**src/rtl/game_pkg.sv**
```systemverilog
// Shared definitions for the game tick scheduler: state encodings, board clock rate,
// default divider constants and the level-to-period helper.
package game_pkg;

    typedef enum logic [1:0] {
        ST_IDLE  = 2'b00,
        ST_RUN   = 2'b01,
        ST_PAUSE = 2'b10
    } state_t;

    localparam int CLK_HZ          = 50_000_000;
    localparam int BASE_DIV_DEF    = 5_000_000;
    localparam int STEP_DIV_DEF    = 500_000;
    localparam int MIN_DIV_DEF     = 1_000_000;
    localparam int LEVEL_TICKS_DEF = 100;
    localparam int MAX_LEVEL_DEF   = 7;
    localparam int SEC_DIV_DEF     = CLK_HZ;

    // Signed arithmetic so a large level never wraps below the floor.
    function automatic logic [31:0] calc_div(input int lvl, input int base_div,
                                             input int step_div, input int min_div);
        int d;
        d = base_div - lvl * step_div;
        return (d < min_div) ? 32'(min_div) : 32'(d);
    endfunction

endpackage

```
**src/rtl/game_tick_sched_tick_counter.sv**
```systemverilog
// Enable counter 0..term with synchronous clear; done marks the wrapping cycle.
module tick_counter #(
    parameter int W = 32
) (
    input  logic         clk,
    input  logic         reset,
    input  logic         en,
    input  logic         clr,
    input  logic [W-1:0] term,
    output logic         done
);

    logic [W-1:0] count_reg;

    assign done = en && !clr && (count_reg == term);

    always_ff @(posedge clk or negedge reset) begin
        if (!reset) begin
            count_reg <= '0;
        end else if (clr) begin
            count_reg <= '0;
        end else if (en) begin
            count_reg <= done ? '0 : count_reg + W'(1);
        end
    end

endmodule

```
**src/rtl/game_tick_sched.sv**
```systemverilog
// Game-rate scheduler: idle/run/pause control, level-scaled tick enables.
// Optional 1 Hz sec_pulse output when TICK_SCHED_SEC_EN is defined.
module game_tick_sched
    import game_pkg::*;
#(
    parameter int BASE_DIV    = BASE_DIV_DEF,
    parameter int STEP_DIV    = STEP_DIV_DEF,
    parameter int MIN_DIV     = MIN_DIV_DEF,
    parameter int LEVEL_TICKS = LEVEL_TICKS_DEF,
    parameter int MAX_LEVEL   = MAX_LEVEL_DEF,
    parameter int SEC_DIV     = SEC_DIV_DEF,
    localparam int LW         = $clog2(MAX_LEVEL + 1)
) (
    input  logic          clk,
    input  logic          reset,
    input  logic          start,
    input  logic          stop,
    input  logic          pause,
    output logic          tick,
    output logic [LW-1:0] level,
    output logic [1:0]    state
`ifdef TICK_SCHED_SEC_EN
    ,
    output logic          sec_pulse
`endif
);

    state_t        state_reg, state_next;
    logic          tick_reg;
    logic [LW-1:0] level_reg;
    logic [31:0]   div_reg;
    logic          run_now;
    logic          cnt_clr;
    logic          period_done;
    logic          level_up;

    assign run_now = (state_reg == ST_RUN);
    // Counters sit at zero throughout IDLE, so a start always begins a fresh period.
    assign cnt_clr = stop || (state_reg == ST_IDLE);

    always_ff @(posedge clk or negedge reset) begin
        if (!reset) begin
            state_reg <= ST_IDLE;
        end else begin
            state_reg <= state_next;
        end
    end

    always_comb begin
        state_next = state_reg;
        if (stop) begin
            state_next = ST_IDLE;
        end else if (start && state_reg == ST_IDLE) begin
            state_next = ST_RUN;
        end else if (pause && state_reg == ST_RUN) begin
            state_next = ST_PAUSE;
        end else if (pause && state_reg == ST_PAUSE) begin
            state_next = ST_RUN;
        end
    end

    tick_counter #(.W(32)) u_period (
        .clk   (clk),
        .reset (reset),
        .en    (run_now),
        .clr   (cnt_clr),
        .term  (div_reg - 32'd1),
        .done  (period_done)
    );

    tick_counter #(.W(32)) u_level_ticks (
        .clk   (clk),
        .reset (reset),
        .en    (period_done),
        .clr   (cnt_clr),
        .term  (32'(LEVEL_TICKS - 1)),
        .done  (level_up)
    );

    always_ff @(posedge clk or negedge reset) begin
        if (!reset) begin
            tick_reg  <= 1'b0;
            level_reg <= '0;
            div_reg   <= 32'(BASE_DIV);
        end else begin
            tick_reg <= period_done;
            if (cnt_clr) begin
                level_reg <= '0;
            end else if (level_up && level_reg != LW'(MAX_LEVEL)) begin
                level_reg <= level_reg + LW'(1);
            end
            // One cycle behind level; the period counter is at least 1 by then, so
            // the new divider only governs the period that just began.
            if (cnt_clr) begin
                div_reg <= 32'(BASE_DIV);
            end else begin
                div_reg <= calc_div(int'(level_reg), BASE_DIV, STEP_DIV, MIN_DIV);
            end
        end
    end

    assign tick  = tick_reg;
    assign level = level_reg;
    assign state = state_reg;

`ifdef TICK_SCHED_SEC_EN
    logic sec_done;
    logic sec_pulse_reg;

    tick_counter #(.W(32)) u_sec (
        .clk   (clk),
        .reset (reset),
        .en    (run_now),
        .clr   (cnt_clr),
        .term  (32'(SEC_DIV - 1)),
        .done  (sec_done)
    );

    always_ff @(posedge clk or negedge reset) begin
        if (!reset) begin
            sec_pulse_reg <= 1'b0;
        end else begin
            sec_pulse_reg <= sec_done;
        end
    end

    assign sec_pulse = sec_pulse_reg;
`else
    // Seconds timebase not built in this configuration.
`endif

endmodule

```
**config.mk**
```make
export PLATFORM = sky130hd
export DESIGN_NAME = game_tick_sched
export DESIGN_NICKNAME = d
export VERILOG_FILES = /design/src/rtl/game_pkg.sv /design/src/rtl/game_tick_sched_tick_counter.sv /design/src/rtl/game_tick_sched.sv
export SDC_FILE = /design/constraint.sdc
export NUM_CORES = 1
export LEC_CHECK = 0
export ABC_CLOCK_PERIOD_IN_PS = 3590
export BUFFER_PORTS_ARGS = -buffer_cell sky130_fd_sc_hd__buf_2
export CORE_MARGIN = 4
export CORE_UTILIZATION = 40
export CTS_CLUSTER_SIZE = 25
export DETAILED_ROUTE_END_ITERATION = 10
export PLACE_DENSITY = 0.55
export SLEW_MARGIN = 20
export SYNTH_ARGS = -nofsm -noshare
export SYNTH_HDL_FRONTEND = slang
export SYNTH_HIERARCHICAL = 1
export SYNTH_SLANG_ARGS = --single-unit
```
**constraint.sdc**
```tcl
create_clock -name clk -period 3.59 [get_ports clk]
set_input_delay 0.5385 -clock clk [delete_from_list [all_inputs] [get_ports clk]]
set_output_delay 0.5385 -clock clk [all_outputs]
set_load 0.005 [all_outputs]
```
# After elaboration in Yosys (flattened, before gate mapping)
# Index checks and enable logic that the tools add are counted.
op_classes:
  mul: 1
  n_mux: 14
  addsub: 5
  n_eq_ne: 5
  n_reduce_logical: 15
  order_cmp: 1
op_table:
  columns: ["cell", "n"]
  rows:
  - ["32-bit 2-to-1 mux", 8]
  - ["32-bit by 1-bit adder with 32-bit output (second input constant)", 2]
  - ["32-bit == test", 1]
  - ["32-bit by 7-bit == test with 1-bit output (second input constant)", 1]
  - ["32-bit by 1-bit subtractor with 32-bit output (second input constant)", 1]
  - ["24-bit by 21-bit < comparator with 1-bit output (second input constant)", 1]
  - ["23-bit by 22-bit subtractor with 24-bit output (first input constant)", 1]
  - ["3-bit by 14-bit multiplier with 17-bit output (second input constant)", 1]
  - ["1-bit logical AND", 8]
  - ["2-bit 2-to-1 mux", 4]
  - ["3-bit 2-to-1 mux", 2]
  - ["2-bit nonzero test", 3]
  - ["4-bit nonzero test", 1]
  - ["3-bit by 1-bit adder with 3-bit output (second input constant)", 1]
  - ["3-bit != test (second input constant)", 1]
  - ["2-bit by 1-bit == test with 1-bit output (second input constant)", 1]
  - ["2-bit == test (second input constant)", 1]
  - ["2-bit zero test", 1]
  - ["1-bit zero test", 1]
  - ["1-bit logical OR", 1]
totals:
  out_inout_bits: 6
  word_cells: 47
  in_bits: 5
  ff_bits: 102

# Logic depth before layout (Yosys ltp)
logic_depth:
  ltp_word: 10
  depth_mapped: 19
  ltp_nobuf: 18

# Hierarchy
# Netlist, hierarchy kept.
modules_own_cells:
  columns: ["mod", "instances", "seq_area_each_um2", "cells_per_inst", "area_each_um2"]
  rows:
  - ["tick_counter", 2, 800.8, 251, 2187.1]
  - ["game_tick_sched", 1, 509.2, 179, 1709.1]

# Worst setup path before layout
# OpenSTA, ideal clock, no wires.
synth_timing:
  kind: "flip-flop to flip-flop"
  start: "register div_reg[8]"
  end: "register u_level_ticks.count_reg[15]"
  path_stages_with_launch: 18
  required_ns: 3.486
  slack_ns: 0.026
  arrival_ns: 3.460
  period_less_slack_ns: 3.564
  cell_sequence: "dfstp_2 or3_4 o21ai_2 nand2_2 or4_4 buf_6 nor2_4 xor2_1 xnor2_1 nand4_1 nor4_2 nand2_1 nor2_1 nand2b_1 nand2b_1 buf_2 buf_4 o311ai_1"
synth_via:
  elab_chain_cells: 8
  elab_cells_between_ends: 9
  cone_classes: "add/sub: 1; eq/ne: 1; mux: 3; reduce/logical: 4"
synth_lines:
  columns: ["item", "line", "source"]
  rows:
  - ["from (decl)", "game_tick_sched.sv:31", "logic [31:0] div_reg;"]
  - ["from (signal assigned)", "game_tick_sched.sv:84", "div_reg <= 32'(BASE_DIV);"]
  - ["from (signal assigned)", "game_tick_sched.sv:95", "div_reg <= 32'(BASE_DIV);"]
  - ["from (signal assigned)", "game_tick_sched.sv:97", "div_reg <= calc_div(int'(level_reg), BASE_DIV, STEP_DIV, MIN_DIV);"]
  - ["32-bit by 1-bit subtractor with 32-bit output *", "game_tick_sched.sv:67", ".term (div_reg - 32'd1),"]
  - ["32-bit == test *", "game_tick_sched_tick_counter.sv:15", "assign done = en && !clr && (count_reg == term);"]
  - ["1-bit logical AND *", "game_tick_sched_tick_counter.sv:15", null]
  - ["net period_done", "game_tick_sched.sv:34", "logic period_done;"]
  - ["1-bit logical AND (2 in series)", "game_tick_sched_tick_counter.sv:15", null]
  - ["32-bit 2-to-1 mux", "game_tick_sched_tick_counter.sv:23", "count_reg <= done ? '0 : count_reg + W'(1);"]
  - ["32-bit 2-to-1 mux", "game_tick_sched_tick_counter.sv:22", "end else if (en) begin"]
  - ["32-bit 2-to-1 mux", "game_tick_sched_tick_counter.sv:20", "end else if (clr) begin"]
  - ["to (signal assigned)", "game_tick_sched_tick_counter.sv:23", null]
  - ["to (decl)", "game_tick_sched_tick_counter.sv:13", "logic [W-1:0] count_reg;"]
# Mark *: on every way through the listed nets, which the timed path passes. The rest lies on a longest branch. The select of a mux whose other input is x is not followed.
# A chain may end at the register's enable or synchronous reset.

# Worst setup path in the final report
layout_timing:
  start: "register div_reg[8]"
  end: "register u_level_ticks.count_reg[27]"
# The elaborated chain is that of the path after synthesis.

==> impl_metrics.tcl <==
set metrics [dict create \
    grt_overflow 0 \
    rr_endpoint "u_level_ticks/count_reg[27]$_DFFE_PN0P_" \
    critPathSlowestCell "or4_4" \
    max-slew-margin-rel 0.5331 \
    power.static_leakage_uw 0.002910 \
    status "complete, but fails checks" \
    cpPeakStageDelay_ns 0.53 \
    swShare 0.2536 \
    ios 11 \
    drive_above_1_share 0.1689 \
    syn_to_final_growth_pct 17.73 \
    num_vias 5234 \
    place_hpwl_um 10580 \
    crit_fanout 14 \
    first_pass_iters 5 \
    fmax_ghz 0.2739 \
    preCtsSetupSlack_ns -0.1653 \
    core_um2 14700 \
    cts_buffer_depth 2 \
    layout_setup_ws_ns -0.06060 \
    ys_top_cells_by_area "dfrtp_1, xnor2_1, nand3_1" \
    htree_num_levels 3 \
    design.die.area_um2 17240 \
    start_kind "register" \
    wirelength_um 15150 \
    rrSetupSlack_ns -0.06 \
    finalSetupViolCount 8 \
    grt_pass1_wl_um 25250 \
    synth_ff_type "dfrtp_1" \
    cts_sinks 84 \
    fin_skew_ns 0.007448 \
    numPortBuffers 10 \
    synth_edf_count 0 \
    worst_ir_drop_vdd_mv 0.2556 \
    arrival_ns 3.89 \
    netSwitchingPower_uw 499.0 \
    nets 767 \
    ctsHoldBuffers 0 \
    slew_viol_final 0 \
    p_total_uw 1968 \
    cts_tree "yes" \
    share_seq_of_total_power 0.483 \
    min_period_ns 3.651 \
    worst_pin_slew_ns 0.6949 \
    power_frac_clock 0.451 \
    die_h_um 131.3 \
    period_share 1.017 \
    grt_pass1_vias 4996 \
    synthDominantCellAreaShare 0.3167 \
    hold_violations 0 \
    ant_nets 0 \
    antenna_found_initial 0 \
    num_antenna_cells 0 \
    grt_usage 0.1743 \
    start_util 0.4139 \
    powerDensity_nw_per_um2 274.8 \
    hold_class "in2async" \
    fp-row-count 44 \
    r2r_cells 16 \
    comb_power_share 0.065 \
    syn_inst 681 \
    r2r-start "div_reg[8]$_DFF_PN1_" \
    grt_max_degree 44 \
    clk_latency_ns 0.35 \
    ys_types 63 \
    cp-end-kind "register" \
    yosys_warnings 6 \
    avgSynthCellArea_um2 8.933 \
    ys_ff_latch 84 \
    worstSetupPathType "reg2reg" \
    place.gp.congestion 0.8781 \
    drv_cap 0 \
    cts.reportedPaths.clkPinSlew_ns 0.07 \
    cts-root-buf "clkbuf_16" \
    synth_commonest_cells "dfrtp_1, xnor2_1, nand2_1, nand3_1, nor2_1" \
    wl_per_cell_um 16.29 \
    avgViaCountPerCell 5.628 \
    async_flop_share 1.000 \
    failed_checks "setup timing" \
    critPathRequiredTime_ns 3.83 \
    ys_seq_area_frac 0.3470 \
    crit_chain "or3_4 -> o21ai_2 -> nand2_2 -> or4_4 -> buf_4 -> nor4_2 -> buf_4 -> xnor2_1 -> nand4_1 -> nor4_2 -> nand2_1 -> nor2_2 -> nand2b_1 -> nand2b_1 -> buf_12 -> o311ai_0" \
    rsz0062_at_grt "true" \
    cts_made_buffers 9 \
    yosysTopAreaCell "dfrtp_1" \
    syn_area_um2 6083 \
    drtIter0Drc 253 \
    p_int_uw 1469 \
    drcViolationCount 0 \
    synth.most_common_cell "dfrtp_1" \
    dieWidth_um 131.3 \
]
==> logic make-up (layout without fill, tap and decap cells) <==
family / Yosys count / after routing / synth area share
other cells: 2 / 37 / 0.001235
flops: 84 / 84 / 0.3470
buf+inv: 64 / 94 / 0.05203
simple gates: 307 / 307 / 0.2655
xor+xnor: 86 / 86 / 0.1273
fa+ha+maj: 21 / 21 / 0.04690
compound gates: 110 / 110 / 0.1483
mux: 7 / 7 / 0.01172
==> layout make-up <==
cell class | count | area [µm²]
clock buffer | 9 | 225.2
fill | 1377 | 7537
tap | 184 | 230.2
inverter | 18 | 67.56
sequential | 84 | 2111
timing repair buffer | 60 | 549.3
clock inverter | 7 | 51.30
multi-input combinational | 568 | 3928
==> routing by layer <==
| metal | share of wire | GRT usage | wire (µm) | vias up |
|---|---|---|---|---|
| met5 | 0 | 0 | 0 | - |
| met4 | 0.020 | 0.06009 | 308 | 0 |
| met1 | 0.48 | 0.2406 | 7242 | 2530 |
| met2 | 0.47 | 0.2794 | 7090 | 120 |
| li1 | - | - | - | 2555 |
| met3 | 0.034 | 0.02829 | 511 | 29 |
==> worst max-delay path, delay by kind of cell (launching register included) <==
kind / cells / cell delay [ns]
compound gates: 2 / 0.46
buf+inv: 3 / 0.51
flops: 1 / 0.37
simple gates: 10 / 2.09
xor+xnor: 1 / 0.10
==> worst max path at each step <==
stage	startpoint	end	slack, ns	depth (start not counted)
4_1_cts	div_reg[8]$_DFF_PN1_	u_level_ticks/count_reg[3]$_DFFE_PN0P_	0.0001	15
5_1_grt	div_reg[8]$_DFF_PN1_	u_level_ticks/count_reg[27]$_DFFE_PN0P_	-0.27	15
2_1_floorplan	div_reg[8]$_DFF_PN1_	u_level_ticks/count_reg[15]$_DFFE_PN0P_	0.03	17
3_5_place_dp	div_reg[8]$_DFF_PN1_	u_level_ticks/count_reg[19]$_DFFE_PN0P_	-0.17	15
3_3_place_gp	div_reg[8]$_DFF_PN1_	level[2]$_DFFE_PN0P_	0.02	18
6_report	div_reg[8]$_DFF_PN1_	u_level_ticks/count_reg[27]$_DFFE_PN0P_	-0.06	16
==> cells in the final DEF (no fill, tap or decap), types with 11 or more instances in the layout <==
cell | synthesis | routed
conb_1 | 2 | 37
xnor2_1 | 73 | 73
ha_1 | 18 | 18
nand4_1 | 34 | 34
o311ai_1 | 28 | 26
clkbuf_16 | 0 | 12
xor2_1 | 11 | 11
nand3_1 | 67 | 65
nand2_1 | 72 | 71
and3_1 | 22 | 22
buf_4 | 6 | 40
a21oi_1 | 15 | 13
nor3_1 | 12 | 12
a21o_1 | 14 | 14
inv_1 | 17 | 17
dfrtp_1 | 77 | 77
nor2_1 | 42 | 39
==> power by group through the flow <==
| stage | registers [µW] | logic [µW] | clock network (µW) |
|---|---|---|---|
| after CTS | 951 | 117 | 913 |
| after global routing | 951 | 144 | 952 |
| final | 951 | 129 | 888 |
| after global placement | 968 | 115 | 0 |
| after floorplan | 969 | 66.4 | 0 |
| after detailed placement | 969 | 117 | 0 |
==> what timing repair did <==
| item | 4_1_cts | 5_1_grt |
|---|---|---|
| gates resized for setup | 8 | 22 |
| endpoints found under the setup margin | 33 | 47 |
| pin swaps | 4 | 5 |
| endpoints found under the hold margin | 0 | 0 |
| setup buffers | 3 | 7 |
| cloned | 0 | 4 |
==> through the flow <==
step | cells | utilization | setup TNS [ns] | cell area [µm²] | hold slack (ns)
3_3_place_gp | 900 | 0.4472 | 0 | 6574 | 0.5005
3_5_place_dp | 900 | 0.4472 | -0.9840 | 6574 | 0.5092
2_1_floorplan | 716 | - | 0 | 6215 | 0.2429
4_1_cts | 919 | 0.4705 | 0 | 6915 | 0.1278
6_report | 930 | 0.4872 | -0.3012 | 7162 | 0.1131
5_1_grt | 930 | 0.4872 | -10.91 | 7162 | 0.1427
Power figures use the tool's default switching activity.
